## src/rtl/kirby_anim_pkg.sv

```systemverilog
// kirby_anim_pkg: action table shared by the animation sequencer and the sprite frame mapper.
package kirby_anim_pkg;

    typedef enum logic [2:0] {
        ACT_IDLE,
        ACT_WALK,
        ACT_INHALE
    } action_t;

    typedef enum logic {
        S_LOOP,
        S_ONESHOT
    } state_t;

    localparam int NUM_ACTIONS = 3;

    localparam logic [3:0] ACT_FRAME_COUNT [0:NUM_ACTIONS-1] = '{4'd2, 4'd10, 4'd10};
    localparam logic       ACT_ONESHOT     [0:NUM_ACTIONS-1] = '{1'b0, 1'b0, 1'b1};

    function automatic logic action_valid(input logic [2:0] a);
        return a < 3'(NUM_ACTIONS);
    endfunction

    // Invalid indices map to a 1-frame, looping entry so callers never see X.
    function automatic logic [3:0] action_frame_count(input logic [2:0] a);
        logic [3:0] r;
        r = 4'd1;
        for (int i = 0; i < NUM_ACTIONS; i++) begin
            if (a == 3'(i)) r = ACT_FRAME_COUNT[i];
        end
        return r;
    endfunction

    function automatic logic action_oneshot(input logic [2:0] a);
        logic r;
        r = 1'b0;
        for (int i = 0; i < NUM_ACTIONS; i++) begin
            if (a == 3'(i)) r = ACT_ONESHOT[i];
        end
        return r;
    endfunction

endpackage

```

## src/rtl/frame_tick_detect.sv

```systemverilog
// frame_tick_detect: synchronizes the asynchronous frame_clk level and emits a
// one-Clk pulse per rising edge (pulse consumed 3 Clk edges after the frame_clk edge).
module frame_tick_detect (
    input  logic Clk,
    input  logic Reset,
    input  logic frame_clk,
    output logic tick
);

    logic sync_a;
    logic sync_b;
    logic delayed;

    always_ff @(posedge Clk) begin
        if (Reset) begin
            sync_a  <= 1'b0;
            sync_b  <= 1'b0;
            delayed <= 1'b0;
        end else begin
            sync_a  <= frame_clk;
            sync_b  <= sync_a;
            delayed <= sync_b;
        end
    end

    assign tick = sync_b & ~delayed;

endmodule

```

## src/rtl/kirby_anim_sequencer.sv

```systemverilog
// kirby_anim_sequencer: steps Kirby sprite frames per action at a frame_clk-derived rate.
// Defining KIRBY_ANIM_PAUSE_EN adds a pause input that freezes frame stepping.
module kirby_anim_sequencer
    import kirby_anim_pkg::*;
#(
    parameter int         TICKS_PER_FRAME = 4,
    parameter logic [2:0] RETURN_ACTION   = 3'd0
) (
    input  logic       Clk,
    input  logic       Reset,
    input  logic       frame_clk,
`ifdef KIRBY_ANIM_PAUSE_EN
    input  logic       pause,
`endif
    input  logic       req_valid,
    input  logic [2:0] req_action,
    output logic       req_ready,
    output logic [2:0] character_action_idx,
    output logic [3:0] character_action_frame_idx,
    output logic       anim_done,
    output logic       busy
);

    localparam logic [3:0] TICK_LAST = 4'(TICKS_PER_FRAME - 1);

    state_t     state;
    state_t     state_next;
    logic [2:0] action_next;
    logic [3:0] frame_next;
    logic [3:0] frame_last;
    logic [3:0] tick_cnt;
    logic [3:0] tick_cnt_next;
    logic       anim_done_next;
    logic       tick;
    logic       tick_en;
    logic       accept;

    frame_tick_detect u_tick (
        .Clk       (Clk),
        .Reset     (Reset),
        .frame_clk (frame_clk),
        .tick      (tick)
    );

`ifdef KIRBY_ANIM_PAUSE_EN
    assign tick_en = tick & ~pause;
`else
    assign tick_en = tick;
`endif

    // Handshake: a request transfers on any Clk edge where req_valid and req_ready
    // are both high; req_ready is low only while a one-shot plays.
    assign req_ready  = (state == S_LOOP);
    assign busy       = (state == S_ONESHOT);
    assign accept     = req_valid & req_ready;
    assign frame_last = action_frame_count(character_action_idx) - 4'd1;

    always_ff @(posedge Clk) begin
        if (Reset) begin
            state                      <= S_LOOP;
            character_action_idx       <= 3'd0;
            character_action_frame_idx <= 4'd0;
            tick_cnt                   <= 4'd0;
            anim_done                  <= 1'b0;
        end else begin
            state                      <= state_next;
            character_action_idx       <= action_next;
            character_action_frame_idx <= frame_next;
            tick_cnt                   <= tick_cnt_next;
            anim_done                  <= anim_done_next;
        end
    end

    always_comb begin
        state_next     = state;
        action_next    = character_action_idx;
        frame_next     = character_action_frame_idx;
        tick_cnt_next  = tick_cnt;
        anim_done_next = 1'b0;
        // An accepted request swallows a coincident tick; same-action and
        // invalid requests are acknowledged without disturbing playback.
        if (accept) begin
            if (action_valid(req_action) && (req_action != character_action_idx)) begin
                action_next   = req_action;
                frame_next    = 4'd0;
                tick_cnt_next = 4'd0;
                state_next    = action_oneshot(req_action) ? S_ONESHOT : S_LOOP;
            end
        end else if (tick_en) begin
            if (tick_cnt == TICK_LAST) begin
                tick_cnt_next = 4'd0;
                if (character_action_frame_idx == frame_last) begin
                    frame_next = 4'd0;
                    if (state == S_ONESHOT) begin
                        action_next    = RETURN_ACTION;
                        state_next     = S_LOOP;
                        anim_done_next = 1'b1;
                    end
                end else begin
                    frame_next = character_action_frame_idx + 4'd1;
                end
            end else begin
                tick_cnt_next = tick_cnt + 4'd1;
            end
        end
    end

endmodule

```

## config.mk

```make
export PLATFORM = sky130hd
export DESIGN_NAME = kirby_anim_sequencer
export DESIGN_NICKNAME = d
export VERILOG_FILES = /design/src/rtl/kirby_anim_pkg.sv /design/src/rtl/frame_tick_detect.sv /design/src/rtl/kirby_anim_sequencer.sv
export SDC_FILE = /design/constraint.sdc
export NUM_CORES = 1
export LEC_CHECK = 0
export ABC_AREA = 1
export CAP_MARGIN = 20
export CORE_MARGIN = 2
export CORE_UTILIZATION = 53
export DETAILED_ROUTE_END_ITERATION = 10
export PLACE_DENSITY = 0.79
export SLEW_MARGIN = 25
export SYNTH_ARGS = -nofsm -noshare
export SYNTH_HDL_FRONTEND = slang
export SYNTH_SLANG_ARGS = --single-unit
```

## constraint.sdc

```tcl
create_clock -name Clk -period 2.8 [get_ports Clk]
set_input_delay 0.28 -clock Clk [delete_from_list [all_inputs] [get_ports Clk]]
set_output_delay 0.28 -clock Clk [all_outputs]
set_load 0.005 [all_outputs]
```

==> impl_metrics.py <==
metrics = {
    "status": {
        "outcome": "finished, final reports clean",
    },
    "synthesis": {
        "yosysWarnings": 0,
        "synthCells": 118,
        "syn_nets": 128,
        "syn_area_per_cell_um2": 7.34,
        "synth_top_family_by_area": "simple AND/OR/NAND/NOR gates",
        "synth_mux_area_frac": 0,
        "synth_compound_area_frac": 0.127,
        "yosys.area_share.simple": 0.348,
        "ys_ff_latch": 16,
        "synth-adder-area-share": 0.0434,
        "syn-cell-area_um2": 866,
        "synthDistinctLibCells": 27,
        "seq_area_frac_synth": 0.370,
        "synth_xor_area_frac": 0.0303,
    },
    "routing": {
        "vias": 766,
        "drc": 0,
        "initialDrtViolationCount": 9,
        "viasPerCell": 5.01,
        "routed_wl_mm": 1.72,
        "ant_nets": 0,
        "detail_route.wl_per_cell_um": 11.2,
        "firstDrtPassIters": 4,
    },
    "power": {
        "ir_drop_v": 0.000339,
        "p_leak_nw": 0.424,
        "powerDensity_nw_per_um2": 424,
        "p_total_w": 0.000457,
    },
    "timing": {
        "setup_viol_count_final": 0,
        "slew_headroom": 0.686,
        "tns_ns": 0,
        "period_needed_ns": 1.92,
        "finalHoldViolCount": 0,
        "fmax_mhz": 522,
        "skew_ns": 0.00578,
        "rsz0062_at_grt": "no",
        "drv_slew": 0,
        "hold_ws_ns": 0.410,
        "worst_pin_slew_ns": 0.470,
        "finalCritPeriodShare": 0.685,
    },
    "cells_and_area": {
        "fin_nets": 148,
        "fin_area_um2": 1080,
        "layout-drive-gt1-share": 0.161,
        "antenna_cells": 0,
        "area_growth_pct": 24.6,
        "finalNonFillerCells": 153,
    },
    "worst_setup_path": {
        "critical_path.cell_chain": "nand2_1, nand2_1, inv_1, ha_1, nor2_1, nor2_1, nand2_1, nor2_1, nand3_2, nand2_2, nand3_2, nand2_1, a21oi_1",
        "crit_path_end_kind": "flop",
        "required_ns": 2.97,
        "crit_slowest_cell": "dfxtp_1",
        "critical_path_arrival_ns": 2.09,
        "critPathMaxStageDelay_ns": 0.42,
        "critPathMaxFanout": 5,
        "critical_path_class": "flop to flop",
        "crit_top_cell": "nand2_1",
        "crit_path_start_kind": "flop",
    },
    "global_route": {
        "grt_pass1_wl_mm": 3.00,
        "track_usage": 0.210,
        "grt_max_degree": 13,
        "grt_pass1_vias": 732,
        "grt-ovfl-total": 0,
        "antenna_found_initial": 0,
    },
    "cts": {
        "ctsRootBufferMaster": "clkbuf_4",
        "cts.path.max_buffers": 2,
        "cts_buffers": 3,
        "insertion_delay_ns": 0.29,
        "htreeDepth": 1,
        "cts_setup_buffers": 0,
        "cts_tree": "done",
        "ctsHoldBuffers": 0,
        "cts_sinks": 16,
        "clkTransAtPathRegs_ns": 0.10,
        "cts.repair.resized": 0,
    },
    "floorplan": {
        "fp-row-count": 14,
        "die-area_um2": 1970,
        "die_h_um": 44.4,
        "die_width_um": 44.4,
        "num_io_pins": 17,
        "start_util": 0.568,
        "design.core.area_um2": 1520,
    },
    "placed_design": {
        "dpl-instance-area_um2": 1040,
        "dp.cells": 149,
        "dp_hpwl_mm": 1.26,
        "portBuffers": 16,
        "gp_congestion": 0.810,
    },
    "flow_run": {
        "drv_cap": 0,
    },
    "worst_hold_path": {
        "hold_class": "flop to flop",
    },
}
## power breakdown
part | switching (W) | internal, W | leakage [nW]
Clock | 0.0000772 | 0.0000793 | 0.0210
Combinational | 0.0000334 | 0.0000287 | 0.273
Sequential | 0.00000532 | 0.000233 | 0.130
## area by class of cell
class,count,area [um^2]
Timing Repair Buffer,16,160
Fill cell,128,445
Multi-Input combinational cell,84,475
Clock buffer,4,36.3
Tap cell,16,20.0
Sequential cell,16,320
Inverter,17,66.3
## synthesized netlist by cell type
cell,count,area (um^2)
or2_2,1,6.26
nand4_1,1,6.26
xnor2_1,1,8.76
ha_1,3,37.5
nor3_1,2,10.0
nand2_4,1,11.3
clkbuf_1,1,3.75
nor2_1,13,48.8
inv_2,2,7.51
a21oi_2,3,26.3
nand2_1,29,109
a21oi_1,8,40.0
inv_1,14,52.6
xor2_1,2,17.5
a211oi_2,1,12.5
o211ai_1,1,7.51
o21ai_4,1,16.3
dfxtp_1,16,320
nand3b_1,1,7.51
o21a_1,1,7.51
inv_4,1,6.26
nor4b_1,1,8.76
nand3_1,5,25.0
nand2_2,5,31.3
nor2_4,1,11.3
or2_0,1,6.26
nand3_2,2,20.0
## routing by layer
layer,share of wire,wire [um],track usage
met2,0.47,805,0.368
met1,0.47,805,0.247
met4,0.022,38,0.109
met5,0,0,0
met3,0.039,67,0.0286
## per-stage QoR
step / setup WS (ns) / util
floorplan: 1.08 / -
global placement: 1.02 / 0.684
detailed placement: 0.950 / 0.684
CTS: 0.891 / 0.708
global route: 0.683 / 0.708
finish: 0.883 / 0.708
## path summary, 6_finish.rpt
check	from	end	slack [ns]	cells past startpoint
worst min register to register	u_tick.sync_a$_SDFF_PP0_	u_tick.sync_b$_SDFF_PP0_	0.41	2
worst min-delay path	u_tick.sync_a$_SDFF_PP0_	u_tick.sync_b$_SDFF_PP0_	0.41	2
worst max-delay path	character_action_idx[0]$_SDFFE_PP0P_	character_action_idx[0]$_SDFFE_PP0P_	0.88	13
worst max register to register	character_action_idx[0]$_SDFFE_PP0P_	character_action_idx[0]$_SDFFE_PP0P_	0.88	13
## cells by family (layout without fill, tap and decap cells)
logic type,after synthesis,in the layout
adder cells (fa/ha/maj),3,3
XOR/XNOR,3,3
flip-flops,16,16
AO/OA/AOI/OAI,15,15
buffers and inverters,18,37
AND/OR/NAND/NOR,63,63
## state kept, by name, indices dropped and copies added (netlist names)
register                    count
character_action_frame_idx      4
tick_cnt                        4
character_action_idx            3
anim_done                       1
busy                            1
u_tick.delayed                  1
u_tick.sync_a                   1
u_tick.sync_b                   1
## cell usage in the layout (no fill, tap or decap), types with 2 or more instances in the layout
| cell | n |
|---|---|
| inv_1 | 14 |
| nor2_1 | 13 |
| a21oi_1 | 8 |
| ha_1 | 3 |
| nand3_1 | 5 |
| xor2_1 | 2 |
| a21oi_2 | 3 |
| clkbuf_4 | 3 |
| nor3_1 | 2 |
| inv_2 | 2 |
| nand3_2 | 2 |
| clkdlybuf4s50_1 | 16 |
| nand2_2 | 5 |
| nand2_1 | 29 |
| dfxtp_1 | 16 |
## critical path, delay by kind of cell, from the launching register on
kind                       cells  cell delay, ns
adders and majority gates      1            0.29
AOI/OAI and AO/OA              1            0.06
buffers and inverters          1            0.05
and+or+nand+nor               10            0.97
DFF                            1            0.42
Power figures use the tool's default switching activity.
